===== config.mk =====
export PLATFORM = sky130hd
export DESIGN_NAME = pipeline_ctrl
export DESIGN_NICKNAME = d
export VERILOG_FILES = /design/src/rtl/cpu_types_pkg.sv /design/src/rtl/hazard_detect.sv /design/src/rtl/pipeline_ctrl.sv
export SDC_FILE = /design/constraint.sdc
export NUM_CORES = 1
export LEC_CHECK = 0
export CAP_MARGIN = 20
export CORE_MARGIN = 4
export CORE_UTILIZATION = 52
export CTS_BUF_LIST = sky130_fd_sc_hd__clkbuf_16
export DETAILED_ROUTE_END_ITERATION = 10
export PLACE_DENSITY = 0.82
export RECOVER_POWER = 25
export SLEW_MARGIN = 30
export SYNTH_ARGS = -nofsm -noshare
export SYNTH_HDL_FRONTEND = slang
export SYNTH_SLANG_ARGS = --single-unit

===== constraint.sdc =====
create_clock -name CLK -period 3.4 [get_ports CLK]
set_input_delay 0.34 -clock CLK [delete_from_list [all_inputs] [get_ports CLK]]
set_output_delay 0.34 -clock CLK [all_outputs]
set_load 0.1 [all_outputs]

===== src/rtl/cpu_types_pkg.sv =====
// cpu_types_pkg: shared CPU types.
//   word_t        - 32-bit datapath word, also used for the debug counters
//   regbits_t     - 5-bit register specifier
//   pctrl_state_t - sequencing states of pipeline_ctrl
//   sat_inc()     - increment that sticks at the all-ones value
package cpu_types_pkg;

  localparam int WORD_W = 32;
  localparam int REG_W  = 5;

  typedef logic [WORD_W-1:0] word_t;
  typedef logic [REG_W-1:0]  regbits_t;

  typedef enum logic [1:0] {
    RUN,
    DWAIT,
    HALTED
  } pctrl_state_t;

  localparam word_t CNT_MAX = '1;

  // Debug counters must never wrap back to zero, so they stop at all-ones.
  function automatic word_t sat_inc(input word_t value);
    return (value == CNT_MAX) ? value : value + 32'd1;
  endfunction

endpackage


===== src/rtl/hazard_detect.sv =====
// hazard_detect: combinational load-use detector.
//   idex_memread   in  ID/EX holds a load
//   idex_rt        in  destination register of that load
//   ifid_rs/rt     in  source registers of the instruction in ID
//   load_use       out the ID instruction needs the load result next cycle
module hazard_detect
  import cpu_types_pkg::*;
(
  input  logic     idex_memread,
  input  regbits_t idex_rt,
  input  regbits_t ifid_rs,
  input  regbits_t ifid_rt,
  output logic     load_use
);

  // Register zero is hardwired, so a load into it never creates a dependency.
  always_comb begin
    load_use = idex_memread && (idex_rt != '0) &&
               ((idex_rt == ifid_rs) || (idex_rt == ifid_rt));
  end

endmodule


===== src/rtl/pipeline_ctrl.sv =====
// pipeline_ctrl: hazard and sequencing controller for the five-stage pipeline.
//   CLK, RST                        clock, synchronous active-high reset
//   ihit, dhit                      instruction / data memory completion
//   ifid_rs, ifid_rt                sources of the instruction in ID
//   idex_memread, idex_rt           load in ID/EX and its destination
//   exmem_memread, exmem_memwrite   memory access in MEM
//   branch_taken                    resolved taken branch or jump
//   halt_id, halt_wb                halt decoded in ID / reached MEM/WB
//   pc_wen, *_wen                   PC and pipeline register write enables
//   ifid/idex/exmem_flush           load a bubble on the next edge
//   halt                            CPU halted (sticky until reset)
//   stall_cnt, flush_cnt            saturating debug counters
module pipeline_ctrl
  import cpu_types_pkg::*;
(
  input  logic     CLK,
  input  logic     RST,
  input  logic     ihit,
  input  logic     dhit,
  input  regbits_t ifid_rs,
  input  regbits_t ifid_rt,
  input  logic     idex_memread,
  input  regbits_t idex_rt,
  input  logic     exmem_memread,
  input  logic     exmem_memwrite,
  input  logic     branch_taken,
  input  logic     halt_id,
  input  logic     halt_wb,
  output logic     pc_wen,
  output logic     ifid_wen,
  output logic     idex_wen,
  output logic     exmem_wen,
  output logic     memwb_wen,
  output logic     ifid_flush,
  output logic     idex_flush,
  output logic     exmem_flush,
  output logic     halt,
  output word_t    stall_cnt,
  output word_t    flush_cnt
);

  pctrl_state_t state;
  logic         draining;
  logic         load_use;
  logic         mem_wait;
  logic         squash;

  hazard_detect u_hazard (
    .idex_memread (idex_memread),
    .idex_rt      (idex_rt),
    .ifid_rs      (ifid_rs),
    .ifid_rt      (ifid_rt),
    .load_use     (load_use)
  );

  assign mem_wait = (exmem_memread || exmem_memwrite) && !dhit;

  // Priority mux: each branch overrides everything below it. The branch
  // squash also discards any load-use pair, so no stall cycle is spent.
  always_comb begin
    pc_wen      = 1'b0;
    ifid_wen    = 1'b0;
    idex_wen    = 1'b0;
    exmem_wen   = 1'b0;
    memwb_wen   = 1'b0;
    ifid_flush  = 1'b0;
    idex_flush  = 1'b0;
    exmem_flush = 1'b0;
    squash      = 1'b0;
    if (RST || state == HALTED) begin
      // everything frozen
    end else if (mem_wait) begin
      // full freeze until the data memory answers
    end else if (branch_taken) begin
      squash      = 1'b1;
      pc_wen      = ihit;
      ifid_wen    = 1'b1;
      idex_wen    = 1'b1;
      exmem_wen   = 1'b1;
      memwb_wen   = 1'b1;
      ifid_flush  = 1'b1;
      idex_flush  = 1'b1;
      exmem_flush = 1'b1;
    end else if (load_use) begin
      idex_wen    = 1'b1;
      exmem_wen   = 1'b1;
      memwb_wen   = 1'b1;
      idex_flush  = 1'b1;
    end else if (!ihit || draining) begin
      ifid_wen    = 1'b1;
      idex_wen    = 1'b1;
      exmem_wen   = 1'b1;
      memwb_wen   = 1'b1;
      ifid_flush  = 1'b1;
    end else begin
      pc_wen      = 1'b1;
      ifid_wen    = 1'b1;
      idex_wen    = 1'b1;
      exmem_wen   = 1'b1;
      memwb_wen   = 1'b1;
    end
    // Once a halt is in flight nothing new may be fetched.
    if (draining) begin
      pc_wen = 1'b0;
    end
  end

  assign halt = (state == HALTED) && !RST;

  // Sequencing state, drain flag and counters. Counters are frozen in
  // HALTED simply by not updating them there.
  always_ff @(posedge CLK) begin
    if (RST) begin
      state     <= RUN;
      draining  <= 1'b0;
      stall_cnt <= '0;
      flush_cnt <= '0;
    end else begin
      if (state != HALTED) begin
        if (!pc_wen) begin
          stall_cnt <= sat_inc(stall_cnt);
        end
        if (squash) begin
          flush_cnt <= sat_inc(flush_cnt);
        end
        if (halt_id) begin
          draining <= 1'b1;
        end
      end
      case (state)
        RUN: begin
          if (halt_wb) begin
            state <= HALTED;
          end else if (mem_wait) begin
            state <= DWAIT;
          end
        end
        DWAIT: begin
          if (halt_wb) begin
            state <= HALTED;
          end else if (dhit) begin
            state <= RUN;
          end
        end
        HALTED: begin
          state <= HALTED;
        end
        default: begin
          state <= RUN;
        end
      endcase
    end
  end

endmodule


Yosys cells after proc, flatten, opt, wreduce, memory -nomap -nowiden
Index checks and enable logic that the tools add are counted.

cells by class
  multiplexer cells = 29
  reduce and logical (&&, ||, !) cells = 17
  bitwise operators = 3
  add/subtract/negate cells = 2
  equality and inequality tests = 9

operators by type and width
  operator                                                               count
  32-bit by 1-bit adder with 32-bit output, second input constant        2
  32-bit equality test, second input constant                            2
  1-bit 2-to-1 mux                                                       24
  5-bit equality test                                                    2
  2-bit 2-to-1 mux                                                       4
  3-bit != test, second input constant                                   2
  2-bit one-hot mux with 3 select lines                                  1
  3-bit AND reduction                                                    2
  5-bit nonzero test                                                     1
  1-bit logical AND                                                      4
  1-bit logical OR                                                       4
  2-bit AND reduction                                                    2
  1-bit logical NOT                                                      3
  1-bit NOT                                                              3
  2-bit by 1-bit equality test with 1-bit output, second input constant  1
  2-bit equality test, second input constant                             1
  2-bit logical NOT                                                      1
  2-bit != test, second input constant                                   1

word-level totals
  output and inout port bits = 73
  logic and storage cells = 64
  flip-flop bits (word level) = 67

Logic depth before layout (Yosys ltp)
Gate-level depths: netlist of run 1.

  depth in word-level cells = 10
  mapped depth = 9

Cells and area by module
From an unflattened synthesis of run 1, not the netlist that was laid out.

unflattened totals
  cells, all modules = 462
  area total of the unflattened synthesis = 3754.9 um^2

by module, submodules not included
  module         area each (um^2)  sequential area each (um^2)  cells each  instances
  pipeline_ctrl  3629.7            1341.3                       445         1
  hazard_detect  125.1             0.0                          17          1

Worst setup path before layout of run 1
No wires, ideal clock.

  path type = input port to output port
  start point = input port exmem_memwrite
  end point = output port pc_wen
  stages = 5
  path slack = -45 ps
  arrival time = 3105 ps
  path through = o21ba_2 -> or3_1 -> inv_1 -> o21ai_0 -> nor2_1

on the way
  cells in the longest elaborated chain, start to end = 5

ends and longest elaborated chain
  item               RTL line              source
  start, declared    pipeline_ctrl.sv:25   input logic exmem_memwrite,
  1-bit logical OR   pipeline_ctrl.sv:56   assign mem_wait = (exmem_memread || exmem_memwrite) && !dhit;
  1-bit logical AND  pipeline_ctrl.sv:56
  1-bit 2-to-1 mux   pipeline_ctrl.sv:72   end else if (mem_wait) begin
  1-bit 2-to-1 mux   pipeline_ctrl.sv:70   if (RST || state == HALTED) begin
  1-bit 2-to-1 mux   pipeline_ctrl.sv:103  if (draining) begin
  end, declared      pipeline_ctrl.sv:29   output logic pc_wen,

Every way passes these cells.

Worst setup path after layout of run 1
  start point = register stall_cnt[8]
  end point = register stall_cnt[20]

on the way
  cells in the longest elaborated chain, start to end = 3
  elaborated cells between the ends (all ways) = 4
  those cells by class = add/sub (1); eq/ne (1); bitwise (1); reduce/logical (1)

ends and longest elaborated chain
  item                                                                              RTL line              source
  start, declared                                                                   pipeline_ctrl.sv:38   output word_t stall_cnt,
  start signal, assigned                                                            pipeline_ctrl.sv:121  stall_cnt <= sat_inc(stall_cnt);
  branches (longest 3 deep; another with 32-bit by 1-bit adder with 32-bit output)  --

Several ways; the timed one is not identified.
A chain may end at the register's enable or synchronous reset.

==> out/qor.csv, run 1 <==
metric,value,unit
dieArea,8180,um^2
clock_sinks,67,
clockBufferDepth,2,
nNetsFinal,540,
syn_nets,448,
clock.fmax,351,MHz
path_clk_slew,50,ps
num_vias,3447,
finClkSkew,4.54,ps
synth_most_common_cell,dfxtp_1,
worst_pin_slew,1170,ps
vdd_drop_max,0.000261,V
dr.pass1.iters,4,
post_cts_buffers,0,
crit_required,3610,ps
drtIter0Drc,175,
async_flop_share,0,%
postCtsResizedCells,0,
ys_seq_elements,67,
setup_ws,551,ps
syn-cell-area,3530,um^2
hp-class,in -> reg,
grt_max_degree,56,
total_power,0.00185,W
grt_util_all_layers,22.7,%
relSlewSlack,22.2,%
grt_pass1_wl,15600,um
cp_top_family,simple AND/OR/NAND/NOR gates,
antenna_found_initial,0,
status,"complete, no violations",
synth_cell_types,51,
fp.dieH,90.4,um
critPathMaxFanout,31,
finalSetupViolations,0,
postRouteWirelength,9020,um
post-route-period-util,83.8,%
hold_viol,0,
synth_edf_count,0,
pin_count,98,
yosys_warnings,0,
power_density,391,nW/um^2
worst-path-buf-inv,0,
cp_slowest_cell,or4_1,
yosysTopAreaCell,dfxtp_1,
path_cells,"nand4_1, or4_1, nor3_1, or3_4, nor4_1, mux2_1",
viasPerCell,5.81,
synth_commonest_cells,"dfxtp_1 (67), nor2_1 (62), xor2_1 (32)",
cts_made_buffers,9,
core-area,6460,um^2
leakagePower,1.70,nW
htree_num_levels,3,
ctsHoldBuffers,0,
rsz0062_at_grt,false,
num_rows,29,
cts_tree,yes,
drive_gt1_share,6.20,%
crit_type,reg -> reg,
io_buffer_count,97,
layout_min_cycle_time,2850,ps
die_w,90.4,um
start_util,54.7,%
wl_per_cell,15.2,um
ys_seq_area_share,37.9,%
clockRootBuffer,clkbuf_16,
antenna_cells,0,
worstSetupEndpointType,flop,
syn_to_final_growth,33.7,%
drv_cap,0,
critPathArrivalTime,3060,ps
start_kind,flop,
drcViolationCount,0,
dp_hpwl,6560,um
place.gp.congestion,0.811,
synth_area_per_cell,8.40,um^2
timing.final.max_slew_violations,0,
syn_inst,421,
dp_slack,661,ps
tns,0,ps
synthTopCellsByArea,"dfxtp_1 (38%), xor2_1 (7.9%), nor2_1 (6.6%), nand3_1 (4.0%), nand4_1 (3.7%)",
crit_path_max_incr_delay,630,ps
ant_nets,0,
grt_pass1_vias,3313,
synth_top_area_share,37.9,%
globalRouteOverflowTotal,0,
clock_latency,320,ps
synth_top_flop_cell,dfxtp_1,
layout by cell type (no fill, tap or decap), drive strengths merged, types with 7 or more instances in the layout:
cell type	netlist	final
xnor2	12	12
dlygate4sd3	0	21
buf	9	7
nor2	62	62
nor2b	9	9
nand3	28	28
nand2	24	24
clkbuf	8	13
mux2	8	8
nor4	12	12
and3	10	10
clkdlybuf4s50	0	66
nand4	21	21
o31ai	8	8
dfxtp	67	67
nor3	12	12
inv	12	13
xor2	32	32
or4	12	12
a21oi	18	18
and4	10	10
cell families (layout without fill, tap and decap cells):
logic type	count (synthesis)	in the layout	share of synthesized area, %
xor+xnor	44	44	10.9
fa+ha+maj	2	2	0.708
mux	9	9	2.83
flops	67	67	37.9
compound gates	55	55	10.7
simple gates	215	215	33.0
buf+inv	29	124	3.86
final timing paths:
| kind | from | to | slack, ps | cells after the start |
|---|---|---|---|---|
| worst min-delay path | RST | flush_cnt[20]$_SDFFE_PP0P_ | 420 | 2 |
| worst min register to register | draining$_SDFFE_PP0P_ | draining$_SDFFE_PP0P_ | 460 | 2 |
| worst max register to register | stall_cnt[8]$_SDFFE_PP0P_ | stall_cnt[20]$_SDFFE_PP0P_ | 550 | 6 |
| worst max-delay path | stall_cnt[8]$_SDFFE_PP0P_ | stall_cnt[20]$_SDFFE_PP0P_ | 550 | 6 |
state kept, by name, indices dropped and copies added (netlist names):
name and flops:
stall_cnt 32, flush_cnt 32, state 2, draining 1
final cells by class:
class,count,area [um^2]
clock buffers,9,225
flip-flops and latches,67,1340
clock inverters,5,23.8
well taps,77,96.3
inverters,12,45.0
fillers,512,1730
multi-input cells,325,2040
repair buffers,98,948
through the flow:
step	hold WS, ps	util [%]	cell area [um^2]	instances
after global placement	443	69.8	4510	579
after CTS	419	73.6	4750	593
after global routing	456	73.1	4720	593
after floorplan	428	-	3540	421
after detailed placement	485	69.8	4510	579
final	418	73.1	4720	593
report_power, final:
part | internal [W] | total (W) | switching, W
clock | 0.000475 | 0.000786 | 0.000311
sequential | 0.000795 | 0.000806 | 0.0000112
combinational | 0.0000719 | 0.000255 | 0.000183
layer usage:
layer / track usage (%) / wire length (um)
met1: 29.9 / 4030
met4: 7.27 / 103
met2: 35.9 / 4300
met5: 0 / 0
met3: 6.33 / 584
No activity file was read; power rests on OpenSTA's default activity.
==> run 2, diff against run 1 <==
Settings changed: CORE_UTILIZATION 52 to 44, PLACE_DENSITY 0.82 to 0.73.
Clock period 3.4 ns to 2.3 ns, I/O delays scaled along.
==> run 2 against run 1 <==
Effect of this change: global-route usage down 2.3 points; clock power rose by 95%; die area is 17% higher; largest power group is now clock; highest routed layer unchanged.
==> out/qor.csv, run 2 (synthesized netlist as in run 1, its figures left out) <==
metric,value,unit
worstHoldStart,RST,
min_path_cells,3,
layout_min_cycle_time,2180,ps
post-route-period-util,94.9,%
htree_num_levels,3,
cts_made_buffers,9,
start_kind,flop,
clockRootBuffer,clkbuf_16,
nFillCells,700,
io_buffer_count,97,
leakagePower,1.89,nW
ant_nets,0,
r2r_slack,120,ps
postRouteWirelength,9660,um
largestRegisters,"flush_cnt (32), stall_cnt (32), state (2)",
hp-class,in -> reg,
fp.dieH,97.6,um
p_seq_share,36.8,%
grt_pass1_vias,3451,
total_power,0.00315,W
place.gp.congestion,0.937,
crit_required,2460,ps
grt_util_all_layers,20.4,%
final_cell_mix,"nor2_1 (59), buf_4 (55), dfxtp_4 (35)",
die_w,97.6,um
num_rows,32,
multi_input_area,2100,um^2
core-area,7770,um^2
internal_power,0.00235,W
critPathMaxFanout,12,
timing.final.max_slew_violations,0,
ctsHoldBuffers,0,
globalRouteOverflowTotal,0,
antenna_found_initial,0,
reg2reg_from,flush_cnt[0]$_SDFFE_PP0P_,
nNetsFinal,563,
status,"complete, no violations",
clock.fmax,458,MHz
worstReg2RegEnd,flush_cnt[3]$_SDFFE_PP0P_,
final_area,5090,um^2
drive_gt1_share,30.5,%
grt_pass1_wl,16300,um
hold_viol,0,
antenna_cells,0,
clock_latency,320,ps
ff2ff_path_depth,8,
drv_cap,0,
relSlewSlack,19.3,%
layout_commonest_cell,nor2_1,
start_util,45.5,%
worstHoldEndpoint,flush_cnt[27]$_SDFFE_PP0P_,
p_comb_share,14.6,%
drtIter0Drc,81,
cts_tree,yes,
regArea,1510,um^2
wl_per_cell,15.0,um
worst_pin_slew,1220,ps
holdWs,334,ps
finClkSkew,5.05,ps
dr.pass1.iters,5,
rsz0062_at_grt,false,
pin_count,98,
place_area,4870,um^2
syn_to_final_growth,43.9,%
grt_max_degree,61,
clkPwrFrac,48.6,%
dp_hpwl,7140,um
crit_type,reg -> reg,
clock_sinks,67,
drcViolationCount,0,
finalSetupViolations,0,
vdd_drop_max,0.000345,V
dieArea,9530,um^2
clockBufferDepth,2,
worstSetupEndpointType,flop,
critPathArrivalTime,2350,ps
p_sw_share,25.3,%
viasPerCell,5.46,
setup_ws,116,ps
power_density,619,nW/um^2
num_vias,3509,
path_clk_slew,50,ps
dp_slack,-247,ps
switchingPower,0.000797,W
run 2: cell count changes in the layout (fill, tap and decap cells not counted), moves of 3 or more:
cell             delta
dfxtp_4            +35
dfxtp_1            -61
clkdlybuf4s50_1    -48
dlygate4sd3_1      -21
buf_4              +50
dlygate4sd2_1       +3
inv_1               -4
dfxtp_2            +26
clkbuf_1           +27
bufinv_16           +3
buf_12              +9
run 2: metrics by stage:
step	instances	TNS (ps)	utilization (%)
finish	643	0	65.5
global route	643	0	65.5
CTS	643	0	66.9
detailed placement	627	-5290	62.7
global placement	627	-3120	62.7
floorplan	421	-313	-
run 2: per-layer routing:
metal | routed length (um) | global-route usage, % | vias to the layer above
li1 | - | - | 1755
met5 | 0 | 0 | -
met3 | 563 | 4.74 | 14
met1 | 4400 | 26.3 | 1646
met2 | 4540 | 33.0 | 94
met4 | 154 | 7.88 | 0
run 2: worst max-delay path by stage:
stage,slack (ps),from,end,cells after the start
2_1_floorplan,-300,idex_rt[3],idex_flush,5
3_3_place_gp,-180,idex_rt[3],stall_cnt[7]$_SDFFE_PP0P_,8
3_5_place_dp,-250,idex_rt[3],stall_cnt[7]$_SDFFE_PP0P_,8
4_1_cts,50,idex_rt[4],pc_wen,7
5_1_grt,5,stall_cnt[7]$_SDFFE_PP0P_,stall_cnt[7]$_SDFFE_PP0P_,7
6_report,120,flush_cnt[0]$_SDFFE_PP0P_,flush_cnt[3]$_SDFFE_PP0P_,8
run 2: power by group through the flow:
stage	Clock (W)	Sequential [W]	Combinational [W]
floorplan	0	0.00124	0.000232
global placement	0	0.00118	0.000454
detailed placement	0	0.00119	0.000460
CTS	0.00156	0.00116	0.000461
global route	0.00162	0.00116	0.000483
finish	0.00153	0.00116	0.000459
run 2: final cells by class:
class / instances / area share (%)
clock buffer: 9 / 4.43
clock inverter: 7 / 2.09
inverter: 12 / 1.03
multi-input combinational: 325 / 41.3
sequential: 67 / 29.6
tap: 102 / 2.51
timing repair buffer: 121 / 19.1
run 2: what timing repair did:
item                       in CTS  in global routing
buffers inserted                0                  0
gates resized for setup         4                  2
setup endpoints to repair       2                  5
pin swaps                       1                  2
run 2: worst max-delay path: stages (launching register included):
cell and delay [ps]:
dfxtp_4 390, ha_4 170, inv_1 40, or4b_1 590, o31a_1 360, buf_12 150
nand4_1 100, xor2_1 150, nor2_1 50
==> variant 1, RTL diff (config.mk and constraints of run 1) <==
Put one more register stage on the output `flush_cnt`, without a reset. The value now appears one clock later. The other outputs are not delayed to match.
--- a/src/rtl/pipeline_ctrl.sv
+++ b/src/rtl/pipeline_ctrl.sv
@@ -38,6 +38,8 @@
   output word_t    stall_cnt,
   output word_t    flush_cnt
 );
+
+  word_t flush_cnt_s0;
 
   pctrl_state_t state;
   logic         draining;
@@ -114,14 +116,14 @@
       state     <= RUN;
       draining  <= 1'b0;
       stall_cnt <= '0;
-      flush_cnt <= '0;
+      flush_cnt_s0 <= '0;
     end else begin
       if (state != HALTED) begin
         if (!pc_wen) begin
           stall_cnt <= sat_inc(stall_cnt);
         end
         if (squash) begin
-          flush_cnt <= sat_inc(flush_cnt);
+          flush_cnt_s0 <= sat_inc(flush_cnt_s0);
         end
         if (halt_id) begin
           draining <= 1'b1;
@@ -152,5 +154,9 @@
     end
   end
 
+  always_ff @(posedge CLK) begin
+    flush_cnt <= flush_cnt_s0;
+  end
+
 endmodule
 
Behaviour: not the same (Yosys sat finds a counterexample within 4 cycles, from zero or initial values and one cycle with RST high).
==> variant 1 against run 1 <==
- the flow now finishes with violations (max-capacitance violations, max-slew violations)
- worst setup slack better by 140 ps
- utilization down 2.3 points
- clock power up 35%
- area after synthesis up 18%
- total power rose by 34%
- critical path type is now input port to primary output
- sequential cell count up 32
- design area increased by 17%
- die area increased by 17%
- wire length grew 5.5%
- critical endpoint is now pc_wen
- sequential share of layout area grew 7.6 points
- final cell count is 11% higher
- synthesized cell count increased by 9.3%
==> variant 1: results (changes against run 1) <==
Gr usage total: 0.203 (-0.0234)
Post-Synth Adder-Cell Area: 0.00598 (-0.00110)
CTS root buf: clkbuf_16
Global-route wire length before repair: 16400 µm (+4.8%)
Compound-Gate Fraction of Synth Area: 0.0902 (-0.0170)
Met1 WL: 4140 µm (+2.8%)
Sw Share: 0.258 (-0.0156)
Met3 Wirelength: 499 µm (-15%)
Unique masters post-synth: 40 (-22%)
Met1 Resource Use GR: 0.258 (-0.0405)
Max Slew Vio Count: 79 (+79)
DR WL/cell: 14.5 µm (-4.8%)
DR iter-0 viols: 293 (+67%)
CP max stage delay: 540 ps (-90 ps)
Status: finished with violations
Share of layout cells above drive strength 1: 0.0811 (+0.0191)
Synth Area in XOR/XNOR: 0.0857 (-0.0233)
Max_cap viols: 1 (+1)
Largest registers: flush_cnt (32), flush_cnt_s0 (32), stall_cnt (32)
CP max FO: 55 (+77%)
CP delay by family, top: buffers and inverters
Detailed placement HPWL: 6730 µm (+2.6%)
Via density: 5.63 (-3.1%)
Synth top area share: 0.473 (+0.0938)
GR Util met3: 0.0400 (-0.0233)
GP Congestion: 0.819 (+1.1%)
Clk Latency, worst-skew pair: 340 ps (+20 ps)
Synth cell count leaders: dfxtp_1, nor2_1, nand3_1
Slew headroom: -0.0190 (-0.241)
Pleak: 1.90 nW (+12%)
Detail Route met2 WL: 4800 µm (+12%)
Crit path DAT: 2370 ps (-690 ps)
Clock Skews: 8.98 ps (+4.44 ps)
Worst Hold Depth: 0 (-2)
Worst vdd rail ir drop: 0.332 mV (+28%)
Syn Nets: 487 (+8.7%)
Failing checks: max-capacitance violations, max-slew violations
Vias in the first global route: 3540 (+6.9%)
==> variant 1: cell types whose count changed after synthesis, sizes merged, moves of 6 or more <==
cell | before | now
a21oi | 18 | 28
dfxtp | 67 | 99
nand2 | 24 | 30
nand4 | 21 | 27
nor2 | 62 | 56
nor4 | 12 | 4
o31ai | 8 | 19
or4 | 12 | 21
==> variant 1: final timing paths <==
path / from / endpoint / slack (ps)
worst min register to register: flush_cnt_s0[11]$_SDFFE_PP0P_ / flush_cnt[11]$_DFF_P_ / 360
worst max-delay path: idex_rt[0] / pc_wen / 690
worst min-delay path: flush_cnt_s0[11]$_SDFFE_PP0P_ / flush_cnt[11]$_DFF_P_ / 360
worst max register to register: state[0]$_SDFFE_PP0P_ / flush_cnt_s0[17]$_SDFFE_PP0P_ / 920
==> variant 1: power by group through the flow <==
stage | combinational (W) | clock [W] | sequential, W
final | 0.000232 | 0.00106 | 0.00118
after global routing | 0.000246 | 0.00113 | 0.00118
after CTS | 0.000233 | 0.00108 | 0.00118
after detailed placement | 0.000232 | 0 | 0.00120
after global placement | 0.000228 | 0 | 0.00120
after floorplan | 0.000131 | 0 | 0.00123
==> variant 1: area by class of cell <==
| type | instances | area [µm²] | area share |
|---|---|---|---|
| multi-input cells | 332 | 2060 | 0.374 |
| flip-flops and latches | 99 | 1980 | 0.360 |
| repair buffers | 101 | 992 | 0.180 |
| clock buffers | 9 | 225 | 0.0409 |
| well taps | 102 | 128 | 0.0232 |
| clock inverters | 7 | 95.1 | 0.0173 |
| inverters | 7 | 26.3 | 0.00477 |
==> variant 1: per-stage QoR <==
step	area [µm²]	instances	setup slack [ps]
2_1_floorplan	4190	460	484
3_3_place_gp	5190	641	731
3_5_place_dp	5190	641	693
4_1_cts	5510	657	691
5_1_grt	5510	657	541
6_report	5510	657	692
==> variant 2, RTL diff (flow settings as in run 1) <==
Without the edit above. The package constant `WORD_W` goes from 32 to 36.
--- a/src/rtl/cpu_types_pkg.sv
+++ b/src/rtl/cpu_types_pkg.sv
@@ -5,7 +5,7 @@
 //   sat_inc()     - increment that sticks at the all-ones value
 package cpu_types_pkg;
 
-  localparam int WORD_W = 32;
+  localparam int WORD_W = 36;
   localparam int REG_W  = 5;
 
   typedef logic [WORD_W-1:0] word_t;
Interface: changed (resized flush_cnt and stall_cnt); port bits go from 98 to 106. No check against the original RTL was run, so the function may have changed too.
==> variant 2 against run 1 <==
- the run now ends with max-capacitance violations, max-slew violations left
- wire length up 9.5%
- worst setup slack better by 120 ps
- synthesized cell count is 11% higher
- total power rose by 16%
- sequential cell count grew 8
- design area grew 9.9%
- fmax rose by 4.6%
- area after synthesis up 8.1%
- count of clock-buffer cells in the layout unchanged
- critical path type unchanged
- highest routed layer unchanged
==> variant 2: results (changes against run 1) <==
Unique masters post-synth: 48 (-5.9%)
Cells after Synth: 466 (+11%)
Detailed placement HPWL: 7070 µm (+7.7%)
Crit path DAT: 2880 ps (-180 ps)
Asr flop ratio synth: 0 (unchanged)
Hold Path Class: register to register
Syn Nets: 493 (+10%)
Pleak: 1.86 nW (+9.6%)
Sequential area share after synthesis: 0.393 (+0.0133)
Slew at the pin closest to its max-slew limit: 1520 ps (+346 ps)
Failing checks: max-capacitance violations, max-slew violations
Port bufs: 105 (+8.2%)
Postcts setup bufs: 0 (unchanged)
Max H-tree Level: 3 (unchanged)
Initial antenna violation count: 0 (unchanged)
Synth Area in XOR/XNOR: 0.174 (+0.0651)
DR iter-0 viols: 249 (+42%)
Hold Path End: draining$_SDFFE_PP0P_
R2r setup slk: 680 ps (+120 ps)
GP Congestion: 0.829 (+2.3%)
DR WL/cell: 14.9 µm (-2.3%)
Reg-to-reg endpoint: flush_cnt[3]$_SDFFE_PP0P_
CTS root buf: clkbuf_16
Post-Synth Adder-Cell Area: 0.00655 (-0.000533)
Max_cap viols: 1 (+1)
Compound-Gate Fraction of Synth Area: 0.0367 (-0.0706)
Crit. Startpoint: flush_cnt[0]$_SDFFE_PP0P_
Global-route wire length before repair: 16800 µm (+7.6%)
Clk Latency, worst-skew pair: 320 ps (about the same)
Largest registers: flush_cnt (36), stall_cnt (36), state (2)
Gr usage total: 0.233 (+0.00652)
Post-synthesis mux area share: 0.00262 (-0.0257)
# nets final: 591 (+9.4%)
Share of layout cells above drive strength 1: 0.0598 (-0.00226)
Status: finished with violations
Worst vdd rail ir drop: 0.391 mV (+50%)
Largest net degree at the start of global routing: 78 (+39%)
Reg2Reg Depth: 8 (+2)
Largest cells by area after synthesis: dfxtp_1, xnor2_1, nor2_1, xor2_1, nand2_1
Top FF cell, synth: dfxtp_1
Routed vias: 3616 (+4.9%)
Placed cells: 649 (+12%)
Worst Hold Launch: draining$_SDFFE_PP0P_
Ys Warns: 0 (unchanged)
CP max FO: 5 (-84%)
Synth cell count leaders: nor2_1, dfxtp_1, xnor2_1
Clock Skews: 6.75 ps (+2.21 ps)
Fillers: 565 (+10%)
Non-Filler Instances: 665 (+12%)
Max Slew Vio Count: 78 (+78)
First-pass detailed-route iteration total: 4 (unchanged)
-- variant 2: cell types whose count changed after synthesis, sizes merged, moves of 7 or more --
cell,run 1,this run
nor4,12,23
a21oi,18,9
nand2,24,39
xnor2,12,53
nor3,12,23
dfxtp,67,75
nor2b,9,1
o31ai,8,1
mux2,8,0
xor2,32,23
or4,12,2
nor2,62,89
-- variant 2: layout make-up --
| type | instances | area (µm²) | area share |
|---|---|---|---|
| Timing Repair Buffer | 108 | 1040 | 0.201 |
| Clock inverter | 7 | 91.3 | 0.0176 |
| Tap cell | 96 | 120 | 0.0231 |
| Sequential cell | 75 | 1500 | 0.289 |
| Clock buffer | 9 | 225 | 0.0434 |
| Multi-Input combinational cell | 360 | 2170 | 0.419 |
| Inverter | 10 | 37.5 | 0.00723 |
-- variant 2: critical path, stage by stage, from the launching register on --
cell     delay, ps
dfxtp_1        430
ha_1           220
nand4_1        280
or3_1          520
or4_4          470
and2_0         270
nand4_1        160
xor2_1         160
nor2_1          50
-- variant 2: where the power goes --
| group | switching (W) | internal, W | leakage, nW |
|---|---|---|---|
| combinational | 0.000167 | 0.0000672 | 1.11 |
| sequential | 0.0000127 | 0.000887 | 0.605 |
| clock | 0.000365 | 0.000640 | 0.147 |
-- variant 2: worst max path at each step --
stage	depth (start not counted)	to
global route	8	flush_cnt[3]$_SDFFE_PP0P_
CTS	8	flush_cnt[3]$_SDFFE_PP0P_
finish	8	flush_cnt[3]$_SDFFE_PP0P_
global placement	9	flush_cnt[18]$_SDFFE_PP0P_
detailed placement	9	flush_cnt[14]$_SDFFE_PP0P_
floorplan	9	flush_cnt[3]$_SDFFE_PP0P_
-- variant 2: cell families (layout without fill, tap and decap cells) --
logic type,Yosys count,in the layout
xor gates and xnor gates,76,76
AOI/OAI and AO/OA,22,22
DFF,75,75
buffers and inverters,31,134
and+or+nand+nor,259,259
adders and majority gates,2,2
muxes,1,1
-- variant 2: metal layers --
metal,GRT usage,up-vias,routed length (µm)
met5,0,-,0
met3,0.0537,4,681
li1,-,1795,-
met2,0.392,114,4810
met4,0.0626,0,52
met1,0.300,1703,4340
-- variant 2: per-stage QoR --
step	setup slack [ps]	total power (W)	hold slack, ps	cell area [µm²]
after CTS	738	0.00216	462	5210
after detailed placement	593	0.00116	449	4890
after global routing	499	0.00221	522	5190
after global placement	636	0.00115	443	4890
final	675	0.00214	456	5190
after floorplan	250	0.00108	428	3820
